### src/rtl/fetch_stage.sv
// Instruction-fetch stage: PC register, same-cycle instruction memory read, IF/ID register.
// Redirect overrides stall and loads a bubble; stall freezes everything.
module fetch_stage #(
    parameter int                       ADDRESS_WIDTH = 16,
    parameter int                       DATA_WIDTH    = 32,
    parameter logic [ADDRESS_WIDTH-1:0] RESET_PC      = '0,
    parameter logic [DATA_WIDTH-1:0]    NOP_INSTR     = 32'h00000013
) (
    input  logic                     clk,
    input  logic                     rst,
    input  logic                     stall,
    input  logic                     redirect,
    input  logic [ADDRESS_WIDTH-1:0] redirect_target,
    output logic [ADDRESS_WIDTH-1:0] PC,
    input  logic [DATA_WIDTH-1:0]    instr,
    output logic                     id_valid,
    output logic [DATA_WIDTH-1:0]    id_instr,
    output logic [ADDRESS_WIDTH-1:0] id_pc,
    output logic [ADDRESS_WIDTH-1:0] id_pc_plus4,
    output logic [31:0]              fetch_count
);

    logic [ADDRESS_WIDTH-1:0] pc_q, pc_d;
    logic                     vld_q, vld_d;
    logic [DATA_WIDTH-1:0]    ins_q, ins_d;
    logic [ADDRESS_WIDTH-1:0] ipc_q, ipc_d;
    logic [ADDRESS_WIDTH-1:0] p4_q, p4_d;
    logic [31:0]              cnt_q, cnt_d;
    logic [ADDRESS_WIDTH-1:0] pc_plus4;

    // Natural-width add drops the carry, giving the mod 2^ADDRESS_WIDTH wrap.
    assign pc_plus4 = pc_q + ADDRESS_WIDTH'(4);

    always_comb begin
        pc_d  = pc_q;
        vld_d = vld_q;
        ins_d = ins_q;
        ipc_d = ipc_q;
        p4_d  = p4_q;
        cnt_d = cnt_q;
        if (redirect) begin
            // Squash the wrong-path word even if decode is stalling; id_pc/id_pc_plus4 keep old values.
            pc_d  = {redirect_target[ADDRESS_WIDTH-1:2], 2'b00};
            vld_d = 1'b0;
            ins_d = NOP_INSTR;
        end else if (!stall) begin
            pc_d  = pc_plus4;
            vld_d = 1'b1;
            ins_d = instr;
            ipc_d = pc_q;
            p4_d  = pc_plus4;
            cnt_d = cnt_q + 32'd1;
        end
    end

    always_ff @(posedge clk or posedge rst) begin
        if (rst) begin
            pc_q  <= RESET_PC;
            vld_q <= 1'b0;
            ins_q <= NOP_INSTR;
            ipc_q <= '0;
            p4_q  <= '0;
            cnt_q <= '0;
        end else begin
            pc_q  <= pc_d;
            vld_q <= vld_d;
            ins_q <= ins_d;
            ipc_q <= ipc_d;
            p4_q  <= p4_d;
            cnt_q <= cnt_d;
        end
    end

    assign PC          = pc_q;
    assign id_valid    = vld_q;
    assign id_instr    = ins_q;
    assign id_pc       = ipc_q;
    assign id_pc_plus4 = p4_q;
    assign fetch_count = cnt_q;

endmodule

### config.mk
export PLATFORM = sky130hd
export DESIGN_NAME = fetch_stage
export DESIGN_NICKNAME = d
export VERILOG_FILES = /design/src/rtl/fetch_stage.sv
export SDC_FILE = /design/constraint.sdc
export NUM_CORES = 1
export LEC_CHECK = 0
export BUFFER_PORTS_ARGS = -buffer_cell sky130_fd_sc_hd__buf_2
export CORE_AREA = 2 2 101 103
export DETAILED_ROUTE_END_ITERATION = 6
export DIE_AREA = 0 0 103 105
export PLACE_DENSITY_LB_ADDON = 0.2
export SETUP_SLACK_MARGIN = 0.02
export SYNTH_ARGS = -nofsm -noshare
export SYNTH_HDL_FRONTEND = slang
export SYNTH_SLANG_ARGS = --single-unit
export TNS_END_PERCENT = 10
### constraint.sdc
create_clock -name clk -period 4.04 [get_ports clk]
set_clock_uncertainty 0.1 [all_clocks]
set_input_delay 0.202 -clock clk [delete_from_list [all_inputs] [get_ports clk]]
set_output_delay 0.202 -clock clk [all_outputs]
set_load 0.05 [all_outputs]
==> run summary <==
* result of the run: completed
* maximum VDD drop: 246 µV
* setup slack after layout: 1870 ps
* Internal Power: 1650 µW
* total via count after detailed routing: 3774
* most used flip-flop cell after synthesis: sky130_fd_sc_hd__dfrtp_1
* Boundary Pins: 165
* worst-case clock buffer depth: 2
* initial antenna violation count: 0
* number of synthesized flops with an enable pin: 0
* top cells by count, synth: sky130_fd_sc_hd__dfrtp_1, sky130_fd_sc_hd__nor2_1, sky130_fd_sc_hd__xnor2_1
* sequential cell fraction of total power: 47.0%
* total gr overflow: 0
* startpoint kind of the worst setup timing path: flop
* cell with the biggest individual delay on the critical path: sky130_fd_sc_hd__nor4_4
* CP Launch Point: fetch_count[0]$_DFFE_PP0P_
* Post-synth ARST share: 100%
* cell count after placement: 693
* 1st-pass router iterations: 4
* Post-Syn Instances: 423
* critical path's largest stage delay: 590 ps
* Net Sw Frac: 39.8%
* clock period minus worst slack: 2170 ps
* DIE WIDTH: 103 µm
* final worst hold slack: 12.2 ps
* post-detailed-route wirelength per cell: 14.9 µm
* ratio of total power to cell area: 438 mW/mm²
* average instance area after synthesis: 11.2 µm²
* layout cells sized above 1: 32.6%
* area grow syn2layout: 31.7%
* fill count: 795
* proportion of netlist area held by the largest area contributor: 54.9%
* Detail Placement HPWL: 7.43 mm
* wire length of the first global-routing pass: 18.5 mm
* total number of placement rows: 36
* Seq. cell area: 0.00268 mm²
* category of the most critical setup path: reg2reg
* proportion of power drawn by the clock network: 22.4%
* cell breakdown of the critical path: ha_1 -> or3b_4 -> nor4_4 -> nand4_1 -> xnor2_1
* latest clock arrival within the worst-skew pair: 370 ps
* data arrival time of the critical path: 2320 ps
* Port Buffers: 156
* #FFs+latches synth: 107
* TritonCTS Sinks: 107
* Critical R2R Capture: fetch_count[20]$_DFFE_PP0P_
* Psw: 1090 µW
* kind of cell adding the most delay to the critical path: simple AND/OR/NAND/NOR gates
* post-detailed-route DRC marker count: 0
* number of nets with antenna violations after detailed routing: 0
* library cell with the highest instance count after synthesis: sky130_fd_sc_hd__dfrtp_1
* CTS Root Buffer Type: sky130_fd_sc_hd__clkbuf_8
* cell leakage power: 0.00311 µW
* number of standard cells in the layout, taps in and fillers out: 755
* Multi-input gate area: 0.00192 mm²
* height of the die: 105 µm
* number of failing setup endpoints in the final timing report: 0
* count of inserted antenna diode cells: 0
* count of distinct cell types in the synthesized netlist: 37
* # nets final: 671
* number of warnings printed during yosys synthesis: 0
* count of routing violations after the opening detailed-route iteration: 100
* length in cells of the worst reg-to-reg path: 5
* largest net degree at the start of global routing: 84
* maximum clock frequency: 461 MHz
* critical path capture point type: flop
* Comb power frac: 30.6%
* Hold Vio Cnt, Final: 0
* Fin Setup TNS: 0 ps
* effective utilization at floorplan: 49.2%
* crit path max fanout: 10
* setup slack at placement: 1790 ps
* total routing resource utilization after global routing: 21.4%
* mapped cell area: 0.00474 mm²
* Required @ worst endpoint: 4190 ps
* worst reg-to-reg setup slack: 1870 ps
* setup repair after global routing missed its margin: false
* Slew HR: 34.6%
* clock input transition at the sequential cells of the worst setup and hold paths: 100 ps
* via count of the first global-routing pass: 3827
* TritonCTS clock tree: built
* worst-margin pin slew: 981 ps
* Hold Crit Endpoint: id_instr[22]$_DFFE_PP0N_
* cells taking the most area after synthesis: sky130_fd_sc_hd__dfrtp_1, sky130_fd_sc_hd__xnor2_1, sky130_fd_sc_hd__mux2i_1, sky130_fd_sc_hd__nor2_1, sky130_fd_sc_hd__mux2_2
* HP Start: instr[22]
* share of synthesized area occupied by flip-flops and latches: 56.6%
* startpoint of the most critical register-to-register path: fetch_count[0]$_DFFE_PP0P_
* clock buffer count from CTS: 9
* class of the tightest hold or removal check: in2reg
* worst hold path depth: 3
* CORE AREA: 0.00964 mm²
* max-slew violation count: 0
* die outline area: 0.0108 mm²
* ratio of final minimum period to clock period: 53.7%
* library cell occupying the most area in the post-synthesis netlist: sky130_fd_sc_hd__dfrtp_1
* Max-Cap Viols: 0
* routed vias/inst: 5.00
* total wire length: 11.3 mm
* critical path buffer and inverter count: 0
* number of H-tree levels: 3
* routability-driven placement congestion ratio: 0.841
## through the flow
step | area, µm² | util (%) | total power [µW]
after floorplan | 4760 | - | 1910
after global placement | 5610 | 58.2 | 2090
after detailed placement | 5610 | 58.2 | 2110
after CTS | 6240 | 64.8 | 2760
after global routing | 6240 | 64.8 | 2860
final | 6240 | 64.8 | 2740
## repair_timing
action / CTS / global route
hold buffers: 46 / 0
gates resized for setup: 0 / 0
endpoints found under the hold margin: 52 / 0
buffers inserted: 0 / 0
## registers in the layout, indices dropped and copies added (netlist names)
name / cells
fetch_count: 32
id_pc_plus4: 14
id_pc: 14
id_valid: 1
id_instr: 32
PC: 14
## power groups by stage
stage	clock, µW	sequential [µW]	combinational (µW)
after CTS	630	1280	843
after global routing	669	1300	888
final	613	1280	838
after global placement	0	1300	796
after floorplan	0	1680	227
after detailed placement	0	1310	806
## area by class of cell
class	count	share of cell area, %
tap	133	2.67
clock inverter	7	0.802
multi-input combinational	287	30.8
inverter	5	0.341
clock buffer	9	1.98
sequential	107	43.0
timing repair buffer	207	20.5
## cells in the final DEF (no fill, tap or decap), types with 4 or more instances in the layout
master	count
sky130_fd_sc_hd__mux2i_1	33
sky130_fd_sc_hd__nand2_1	31
sky130_fd_sc_hd__and4_1	4
sky130_fd_sc_hd__dlygate4sd3_1	46
sky130_fd_sc_hd__xnor2_1	44
sky130_fd_sc_hd__a21oi_1	13
sky130_fd_sc_hd__and3_1	6
sky130_fd_sc_hd__o21ai_0	14
sky130_fd_sc_hd__dfrtp_1	104
sky130_fd_sc_hd__nand4_1	12
sky130_fd_sc_hd__mux2_2	16
sky130_fd_sc_hd__clkbuf_8	9
sky130_fd_sc_hd__nand3_1	13
sky130_fd_sc_hd__conb_1	6
sky130_fd_sc_hd__inv_1	4
sky130_fd_sc_hd__nor4_1	6
sky130_fd_sc_hd__buf_2	156
sky130_fd_sc_hd__nor2_1	51
sky130_fd_sc_hd__nor3_1	9
sky130_fd_sc_hd__xor2_1	10
sky130_fd_sc_hd__buf_4	5
## worst reg2reg max path, delay by kind of cell (launching register included)
| family | cells | cell delay [ps] |
|---|---|---|
| flip-flops | 1 | 420 |
| XOR/XNOR | 1 | 170 |
| AND/OR/NAND/NOR | 3 | 1210 |
| adder cells (fa/ha/maj) | 1 | 160 |
## cell families (layout without fill, tap and decap cells)
group / after synthesis / after routing / share of synthesized area [%]
flip-flops: 107 / 107 / 56.6
other: 1 / 6 / 0.0791
multiplexers: 49 / 49 / 10.8
AND/OR/NAND/NOR: 146 / 146 / 15.3
XOR/XNOR: 54 / 54 / 9.98
adder cells (fa/ha/maj): 2 / 2 / 0.528
buffers and inverters: 34 / 228 / 3.48
AO/OA/AOI/OAI: 30 / 30 / 3.27
## worst max path at each step
stage | end | slack, ps | cells after the start
after detailed placement | fetch_count[25]$_DFFE_PP0P_ | 1790 | 7
after floorplan | PC[10]$_DFFE_PP0N_ | 930 | 1
after CTS | fetch_count[20]$_DFFE_PP0P_ | 1870 | 5
final | fetch_count[20]$_DFFE_PP0P_ | 1870 | 5
after global routing | fetch_count[24]$_DFFE_PP0P_ | 1750 | 5
after global placement | fetch_count[31]$_DFFE_PP0P_ | 1790 | 7
## routing by layer
| metal | share of wire [%] | track usage, % | up-vias | wire length (µm) |
|---|---|---|---|---|
| met5 | 0 | 0 | - | 0 |
| met4 | 2.3 | 7.99 | 0 | 265 |
| met3 | 5.2 | 3.28 | 24 | 588 |
| met2 | 49 | 36.1 | 128 | 5560 |
| met1 | 43 | 27.6 | 1811 | 4860 |
| li1 | - | - | 1811 | - |
Note: power is estimated with default switching activity, not from simulation.
